$ cat config.mk
export PLATFORM = sky130hd
export DESIGN_NAME = imm_gen_pipe_flat
export DESIGN_NICKNAME = d
export VERILOG_FILES = /design/src/rtl/imm_gen_pipe_if.sv /design/src/rtl/imm_gen_pipe.sv /design/src/flat_wrapper.sv
export SDC_FILE = /design/constraint.sdc
export NUM_CORES = 1
export LEC_CHECK = 0
export ABC_CLOCK_PERIOD_IN_PS = 7000
export CAP_MARGIN = 20
export CELL_PAD_IN_SITES_DETAIL_PLACEMENT = 0
export CELL_PAD_IN_SITES_GLOBAL_PLACEMENT = 1
export CORE_UTILIZATION = 37
export CTS_BUF_LIST = sky130_fd_sc_hd__clkbuf_2
export DETAILED_ROUTE_END_ITERATION = 8
export MAX_ROUTING_LAYER = met4
export PLACE_DENSITY_LB_ADDON = 0.1
export SLEW_MARGIN = 10
export SYNTH_ARGS = -nofsm -noshare
export SYNTH_HDL_FRONTEND = slang
export SYNTH_SLANG_ARGS = --single-unit
$ cat constraint.sdc
create_clock -name clk -period 7 [get_ports clk]
set_clock_uncertainty 0.05 [all_clocks]
set_input_delay 1.4 -clock clk [delete_from_list [all_inputs] [get_ports clk]]
set_output_delay 1.4 -clock clk [all_outputs]
set_load 0.02 [all_outputs]
$ cat src/rtl/imm_gen_pipe_if.sv
// imm_gen_pipe_if: valid/ready bundle carrying instructions in and decoded immediates out
interface imm_gen_pipe_if #(
  parameter int XLEN  = 64,
  parameter int TAG_W = 8
);
  logic             in_valid;
  logic             in_ready;
  logic [31:0]      in_instr;
  logic [TAG_W-1:0] in_tag;
  logic             out_valid;
  logic             out_ready;
  logic [XLEN-1:0]  out_imm;
  logic [2:0]       out_fmt;
  logic             out_illegal;
  logic [TAG_W-1:0] out_tag;
  modport master (
    output in_valid, in_instr, in_tag, out_ready,
    input  in_ready, out_valid, out_imm, out_fmt, out_illegal, out_tag
  );
  modport slave (
    input  in_valid, in_instr, in_tag, out_ready,
    output in_ready, out_valid, out_imm, out_fmt, out_illegal, out_tag
  );
endinterface

$ cat src/rtl/imm_gen_pipe.sv
// imm_gen_pipe: registered RISC-V immediate decoder with a 2-entry skid buffer
module imm_gen_pipe #(
  parameter int XLEN  = 64,
  parameter int TAG_W = 8
) (
  input  logic          clk,
  input  logic          reset,
  input  logic          flush,
  imm_gen_pipe_if.slave io
);
  typedef enum logic [2:0] {F_R, F_I, F_S, F_B, F_U, F_J, F_SH, F_ILL} fmt_t;
  logic [31:0]      ins;
  fmt_t             fmt;
  logic [XLEN-1:0]  imm;
  logic             shift;
  logic             wide_sh;
  logic             skid_valid;
  logic [XLEN-1:0]  skid_imm;
  logic [2:0]       skid_fmt;
  logic             skid_illegal;
  logic [TAG_W-1:0] skid_tag;
  logic             accept;
  logic             drain;
  assign ins         = io.in_instr;
  assign io.in_ready = !skid_valid;
  assign accept      = io.in_valid & !skid_valid;
  assign drain       = !io.out_valid | io.out_ready;
  always_comb begin
    shift   = ins[13:12] == 2'b01;
    wide_sh = XLEN == 64 && ins[6:0] == 7'h13;
    case (ins[6:0])
      7'h03, 7'h67, 7'h73: fmt = F_I;
      7'h13, 7'h1b:        fmt = shift ? F_SH : F_I;
      7'h23:               fmt = F_S;
      7'h63:               fmt = F_B;
      7'h37, 7'h17:        fmt = F_U;
      7'h6f:               fmt = F_J;
      7'h33, 7'h3b:        fmt = F_R;
      default:             fmt = F_ILL;
    endcase
    imm = fmt == F_I  ? XLEN'($signed(ins[31:20])) :
          fmt == F_S  ? XLEN'($signed({ins[31:25], ins[11:7]})) :
          fmt == F_B  ? XLEN'($signed({ins[31], ins[7], ins[30:25], ins[11:8], 1'b0})) :
          fmt == F_U  ? XLEN'($signed({ins[31:12], 12'b0})) :
          fmt == F_J  ? XLEN'($signed({ins[31], ins[19:12], ins[20], ins[30:21], 1'b0})) :
          fmt == F_SH ? XLEN'(wide_sh ? ins[25:20] : {1'b0, ins[24:20]}) : '0;
  end
  always_ff @(posedge clk) begin
    if (reset) begin
      io.out_valid   <= 1'b0;
      io.out_imm     <= '0;
      io.out_fmt     <= '0;
      io.out_illegal <= 1'b0;
      io.out_tag     <= '0;
      skid_valid     <= 1'b0;
    end else if (flush) begin
      io.out_valid <= 1'b0;
      skid_valid   <= 1'b0;
    end else if (drain) begin
      io.out_valid <= skid_valid | accept;
      if (skid_valid) begin
        io.out_imm     <= skid_imm;
        io.out_fmt     <= skid_fmt;
        io.out_illegal <= skid_illegal;
        io.out_tag     <= skid_tag;
        skid_valid     <= 1'b0;
      end else if (accept) begin
        io.out_imm     <= imm;
        io.out_fmt     <= fmt;
        io.out_illegal <= fmt == F_ILL;
        io.out_tag     <= io.in_tag;
      end
    end else if (accept) begin
      skid_valid   <= 1'b1;
      skid_imm     <= imm;
      skid_fmt     <= fmt;
      skid_illegal <= fmt == F_ILL;
      skid_tag     <= io.in_tag;
    end
  end
endmodule

$ cat src/flat_wrapper.sv
// flat-port wrapper written by rule: the top's interface ports become plain ports
module imm_gen_pipe_flat 
#(
  parameter int XLEN  = 64,
  parameter int TAG_W = 8
)
  (clk, reset, flush, io_in_valid, io_in_instr, io_in_tag, io_out_ready, io_in_ready, io_out_valid, io_out_imm, io_out_fmt, io_out_illegal, io_out_tag);
  imm_gen_pipe_if #(.XLEN(XLEN), .TAG_W(TAG_W)) io_i ();
  input  logic clk;
  input  logic reset;
  input  logic flush;
  input wire logic [$bits(io_i.in_valid)-1:0] io_in_valid;
  input wire logic [$bits(io_i.in_instr)-1:0] io_in_instr;
  input wire logic [$bits(io_i.in_tag)-1:0] io_in_tag;
  input wire logic [$bits(io_i.out_ready)-1:0] io_out_ready;
  output wire logic [$bits(io_i.in_ready)-1:0] io_in_ready;
  output wire logic [$bits(io_i.out_valid)-1:0] io_out_valid;
  output wire logic [$bits(io_i.out_imm)-1:0] io_out_imm;
  output wire logic [$bits(io_i.out_fmt)-1:0] io_out_fmt;
  output wire logic [$bits(io_i.out_illegal)-1:0] io_out_illegal;
  output wire logic [$bits(io_i.out_tag)-1:0] io_out_tag;
  assign io_i.in_valid = io_in_valid;
  assign io_i.in_instr = io_in_instr;
  assign io_i.in_tag = io_in_tag;
  assign io_i.out_ready = io_out_ready;
  assign io_in_ready = io_i.in_ready;
  assign io_out_valid = io_i.out_valid;
  assign io_out_imm = io_i.out_imm;
  assign io_out_fmt = io_i.out_fmt;
  assign io_out_illegal = io_i.out_illegal;
  assign io_out_tag = io_i.out_tag;
  imm_gen_pipe #(.XLEN(XLEN), .TAG_W(TAG_W)) u_core (.clk(clk), .reset(reset), .flush(flush), .io(io_i));
endmodule
==> summary.md, run 1 <==
| Metric | Value |
|---|---|
| Setup TNS | 0 ns |
| Die Y | 110 um |
| Clock Tree Root | clkbuf_2 |
| Mean number of vias per cell | 5.30 |
| Drt first pass iters | 5 |
| Sink Count | 90 |
| Core area | 11400 um^2 |
| P_int | 730 uW |
| Final net count | 566 |
| Switching Share | 28.4% |
| Mapped Cells | 441 |
| Slew headroom | 35.4% |
| IO Count | 123 |
| Slowest library cell on the worst path | dfxtp_1 |
| Initial antenna violation count | 0 |
| Final setup viols | 0 |
| Starting Density | 37.9% |
| MaxCap Viol Count | 0 |
| Setup WS post-layout | 3.21 ns |
| Lkg Pwr | 0.00201 uW |
| CTS max path bufs | 2 |
| H-tree level count | 3 |
| CP Capture Type | output pin |
| Power Total | 1020 uW |
| Synth unique cells | 52 |
| CP top delay family | flip-flops |
| CTS Hold Bufs | 0 |
| Ys flop type | dfxtp_1 |
| Switch Pwr | 290 uW |
| Post_cts resized | 0 |
| Post-Syn Area | 4310 um^2 |
| Slew Viols, Final | 0 |
| Routed Antenna Nets | 0 |
| CP max stage delay | 0.99 ns |
| Share of cells above drive strength 1 | 6.84% |
| F_max | 0.264 GHz |
| Placed Area | 5430 um^2 |
| Die footprint | 12100 um^2 |
| DRT iter0 DRCs | 181 |
| Ant. Diodes | 0 |
| Crit path time final | 3.79 ns |
| Area grow syn2layout | 28.7% |
| Final Cycle Share | 54.2% |
| Global Route Usage Sum | 18.9% |
| Syn. warnings | 0 |
| Design Area, Final | 5550 um^2 |
| Worst EP required | 5.55 ns |
| Die width | 110 um |
| WHS | 0.431 ns |
| CP Data Arrival Time | 2.34 ns |
| RSZ-0062 raised after global routing | false |
| Seq pwr share | 55.9% |
| Critical Path Fanout Max | 34 |
| Gp weighted congestion | 0.830 |
| Post-synthesis sequential area ratio | 52.0% |
| Count of state elements after synthesis | 90 |
| Net Count, Synth | 486 |
| Setup crit start kind | flop |
| CTS tree | done |
| Gr ovfl total | 0 |
| Crit-path cells | clkdlybuf4s50_1 |
| Slew @ Worst Pin | 0.960 ns |
| IO Port Bufs | 122 |
| Post-CTS Setup Bufs | 0 |
| Crit Path Category | reg2out |
| DR vias | 3547 |
| Worst Path Buf+Inv | 1 |
| Post-synthesis area per instance | 9.78 um^2 |
| Clock-pin slew on the worst setup and hold paths | 0.26 ns |
| Worst slack, placed | 3.09 ns |
| Num CTS Buffers | 9 |
| Largest net degree at the start of global routing | 45 |
| Post-synth ARST share | 0% |
| Worst VDD drop | 114 uV |
| DR WL/cell | 16.2 um |
| Combinational share of power | 16.2% |
| Hold Fails Final Rpt | 0 |
| Placement Rows | 39 |
| Number of synthesized flops with an enable pin | 44 |
| Clk pwr share | 27.9% |
| Status | completed |
| Hpwl dp | 7.19 mm |
| Vias in the first global route | 3176 |
| Worst hold path type | reg2reg |
| # DRC | 0 |
| Routed wire length | 10.9 mm |
| PD cells | 184 nW/um^2 |
| First-pass GRT wire length | 16.6 mm |
| Worst-Skew Late Latency | 0.59 ns |
==> state kept, by name, summed over array words and instances (netlist names) <==
name / count
u_core.io.out_imm: 32
u_core.skid_imm: 32
u_core.io.out_tag: 8
u_core.skid_tag: 8
u_core.io.out_fmt: 3
u_core.skid_fmt: 3
u_core.io.out_illegal: 1
u_core.io.out_valid: 1
u_core.skid_illegal: 1
u_core.skid_valid: 1
==> cells in the mapped netlist (all sizes together) (10+ instances only) <==
| cell type | n | area [um^2] |
|---|---|---|
| nand2 | 78 | 295 |
| dfxtp | 46 | 921 |
| buf | 44 | 297 |
| edfxtp | 44 | 1320 |
| o21ai | 26 | 130 |
| nor2 | 22 | 82.6 |
| a211oi | 19 | 148 |
| nand3 | 17 | 90.1 |
| clkbuf | 15 | 56.3 |
| a221oi | 14 | 123 |
| nor3 | 12 | 65.1 |
| a21o | 10 | 75.1 |
==> power groups by stage <==
stage                     sequential (uW)  clock (uW)  combinational [uW]
after global routing                  573         320                 180
after floorplan                       594           0                79.1
after CTS                             571         300                 166
after detailed placement              581           0                 166
final                                 570         285                 165
after global placement                581           0                 165
==> cells by family (layout without fill, tap and decap cells) <==
logic type / count (synthesis) / after routing / share of synthesized area [%]
AOI/OAI and AO/OA: 110 / 110 / 18.2
buffers and inverters: 64 / 149 / 8.61
DFF: 90 / 90 / 52.0
muxes: 9 / 9 / 2.09
and+or+nand+nor: 168 / 168 / 19.1
==> cells in the final DEF, fill, tap and decap left out, types with 10 or more instances in the layout <==
cell and n:
a211oi_1 18, a21o_1 10, a221oi_1 14, clkdlybuf4s50_1 122, dfxtp_1 46, edfxtp_1 44, nand2_1 77, nand3_1 16
nor2_1 22, nor3_1 11, o21ai_0 25
==> worst reg2reg max path: cells and delay by family (launching register included) <==
kind	cells	cell delay, ns
AND/OR/NAND/NOR	5	1.50
buffers and inverters	2	0.68
flip-flops	1	0.40
==> per-layer routing <==
layer | wire (um) | vias to the layer above | share of wire (%) | track usage (%)
li1 | - | 1744 | - | -
met1 | 5250 | 1690 | 48 | 25.6
met2 | 4850 | 106 | 45 | 27.9
met3 | 667 | 7 | 6.1 | 5.11
met4 | 99 | 0 | 0.91 | 5.24
met5 | 0 | - | 0 | -
==> per-stage QoR <==
step                util (%)  std cells
finish                  48.8        669
floorplan                  -        441
global route            48.8        669
global placement        47.7        653
CTS                     48.8        669
detailed placement      47.7        653
==> worst paths after layout <==
check / start / end / cells past startpoint / slack [ns]
worst max-delay path: u_core.io.out_imm[62] / io_out_imm[40] / 1 / 3.21
worst min-delay path: u_core.io.out_imm[2] / u_core.io.out_imm[2] / 2 / 0.43
worst max register to register: u_core.skid_valid / u_core.io.out_imm[20] / 7 / 4.33
worst min register to register: u_core.io.out_imm[2] / u_core.io.out_imm[2] / 2 / 0.43
==> area by class of cell <==
type,instances,area (um^2)
clock buffers,9,45.0
clock inverters,7,80.1
fillers,1123,5820
inverters,5,18.8
multi-input cells,287,1720
flip-flops and latches,90,2240
well taps,143,179
repair buffers,128,1270
Note: power is estimated with default switching activity, not from simulation.
==> run 2, diff against run 1 <==
- ABC_CLOCK_PERIOD_IN_PS: 7000 -> 3850
- clock period: 7 -> 3.85 ns (I/O delays scaled with it)
==> run 2 against run 1 <==
  * Sequential power increased by 82%
  * First-iteration DRC count increased by 34%
  * Clock-buffer cell count increased by 1
  * Combinational power increased by 83%
  * Design area increased by 0.27%
  * Clock power increased by 68%
  * Die area unchanged
  * Largest power group unchanged
  * Critical endpoint is now io_out_imm[46]
  * Routed wire length increased by 2.0%
  * Register-to-register slack got worse by 3.1 ns
  * Via count increased by 0.93%
  * Highest routed layer unchanged
  * Flip-flop and latch count unchanged
==> summary.md, run 2 (synthesized netlist as in run 1, its figures left out) <==
| Metric | Value |
|---|---|
| Final net count | 569 (+0.53%) |
| Final Cycle Share | 81.7% |
| Crit path time final | 3.15 ns |
| Worst Path Buf+Inv | 1 (unchanged) |
| CP Data Arrival Time | 2.33 ns (about the same) |
| CP top delay family | flip-flops |
| Ant. Diodes | 0 (unchanged) |
| Hold Fails Final Rpt | 0 (unchanged) |
| Vias in the first global route | 3341 (+5.2%) |
| Setup TNS | 0 ns (unchanged) |
| Commonest cells after routing, fill and taps aside | 121 x clkdlybuf4s50_1, 77 x nand2_1, 46 x dfxtp_1 |
| MaxCap Viol Count | 0 (unchanged) |
| CTS Hold Bufs | 0 (unchanged) |
| Gp weighted congestion | 0.831 (+0.13%) |
| Global Route Usage Sum | 19.8% (+0.84 points) |
| PD cells | 327 nW/um^2 (+78%) |
| Worst EP required | 3.03 ns (-2.52 ns) |
| Post-Route M1 WL | 5.39 mm (+2.7%) |
| Post_cts resized | 0 (unchanged) |
| Slowest library cell on the worst path | dfxtp_1 |
| Setup crit start kind | flop |
| Placed Area | 5460 um^2 (+0.60%) |
| Largest net degree at the start of global routing | 37 (-18%) |
| Routed Antenna Nets | 0 (unchanged) |
| WL met2 | 4.88 mm (+0.74%) |
| CP Capture Type | output pin |
| DR WL/cell | 16.5 um (+1.6%) |
| Crit-path cells | clkdlybuf4s50_1 |
| Starting Density | 37.9% (unchanged) |
| DR WL met3 | 626 um (-6.1%) |
| Worst VDD drop | 164 uV (+44%) |
| Top flop regs | u_core.io.out_imm (32), u_core.skid_imm (32) |
| Num CTS Buffers | 9 (unchanged) |
| Final setup viols | 0 (unchanged) |
| Die Y | 110 um (unchanged) |
| Slew Viols, Final | 0 (unchanged) |
| Initial antenna violation count | 0 (unchanged) |
| CTS tree | done |
| DRT iter0 DRCs | 243 (+34%) |
| Status | completed |
| Drt first pass iters | 4 (-1) |
| Gr ovfl total | 0 (unchanged) |
| Clock Tree Root | clkbuf_2 |
| # DRC | 0 (unchanged) |
| Area grow syn2layout | 29.0% |
| Post-CTS Setup Bufs | 0 (unchanged) |
| IO Port Bufs | 122 (unchanged) |
| Worst hold path type | reg2reg |
| Cells on Worst Hold Path | 2 (unchanged) |
| Routed wire length | 11.1 mm (+2.0%) |
| Die width | 110 um (unchanged) |
| Critical Path Fanout Max | 34 (unchanged) |
| Lkg Pwr | 0.00202 uW (+0.59%) |
| DR vias | 3580 (+0.93%) |
| H-tree level count | 3 (unchanged) |
| Worst-Skew Late Latency | 0.58 ns (about the same) |
| Mean number of vias per cell | 5.33 (+0.48%) |
| RSZ-0062 raised after global routing | false |
| Die footprint | 12100 um^2 (unchanged) |
| F_max | 0.318 GHz |
| # fillers | 1090 (-2.9%) |
| Slew @ Worst Pin | 0.976 ns (+0.0159 ns) |
| Share of cells above drive strength 1 | 7.18% (+0.34 points) |
| Commonest non-fill, non-tap cell in the layout | clkdlybuf4s50_1 |
| Top sig layer | met4 |
| Clock-pin slew on the worst setup and hold paths | 0.24 ns (-0.02 ns) |
| CP Depth | 1 (unchanged) |
| Placement Rows | 39 (unchanged) |
| Hpwl dp | 7.50 mm (+4.2%) |
| Crit Path Category | reg2out |
| CTS max path bufs | 2 (unchanged) |
| Slew headroom | 34.7% (-0.77 points) |
| Sink Count | 90 (unchanged) |
| First-pass GRT wire length | 17.5 mm (+5.0%) |
| Reg2Reg Depth | 5 (-2) |
| Design Area, Final | 5570 um^2 (+0.27%) |
| Core area | 11400 um^2 (unchanged) |
| IO Count | 123 (unchanged) |
| CP max stage delay | 0.98 ns (about the same) |
-- run 2: cell types whose count changed in the layout (fill, tap and decap cells not counted), moves of 2 or more --
cell / before / now
buf_4: 6 / 8
clkinv_2: 0 / 3
inv_4: 2 / 0
inv_6: 3 / 0
nor4_2: 3 / 1
-- run 2: area by class of cell --
type	instances	area (um^2)	share of cell area, %
clock buffer	10	50.0	0.899
multi-input combinational	287	1720	30.9
inverter	5	18.8	0.337
timing repair buffer	131	1300	23.3
clock inverter	6	57.6	1.03
sequential	90	2240	40.3
tap	143	179	3.21
-- run 2: path summary, 6_finish.rpt --
check,startpoint,end,slack [ns]
max,u_core.io.out_imm[62],io_out_imm[46],0.70
max reg2reg,u_core.skid_valid,u_core.io.out_imm[29],1.20
min,u_core.io.out_illegal,u_core.io.out_illegal,0.42
min reg2reg,u_core.io.out_illegal,u_core.io.out_illegal,0.42
-- run 2: routing by layer --
| metal | up-vias | GRT usage, % |
|---|---|---|
| li1 | 1753 | - |
| met1 | 1689 | 26.6 |
| met2 | 125 | 29.4 |
| met3 | 13 | 3.35 |
| met4 | 0 | 8.38 |
| met5 | - | - |
-- run 2: metrics by stage --
stage	power (uW)	utilization (%)	std cells	setup WS (ns)	hold WS, ns
4_1_cts	1840	48.9	672	0.601	0.425
2_1_floorplan	1220	-	441	0.870	0.469
3_5_place_dp	1360	48.0	656	0.593	0.389
5_1_grt	1900	48.9	672	0.409	0.447
6_report	1820	48.9	672	0.705	0.420
3_3_place_gp	1360	48.0	656	0.619	0.389
-- run 2: report_power, final --
part,switching (uW),internal [uW]
clock network,330,149
logic,160,143
registers,14.8,1020
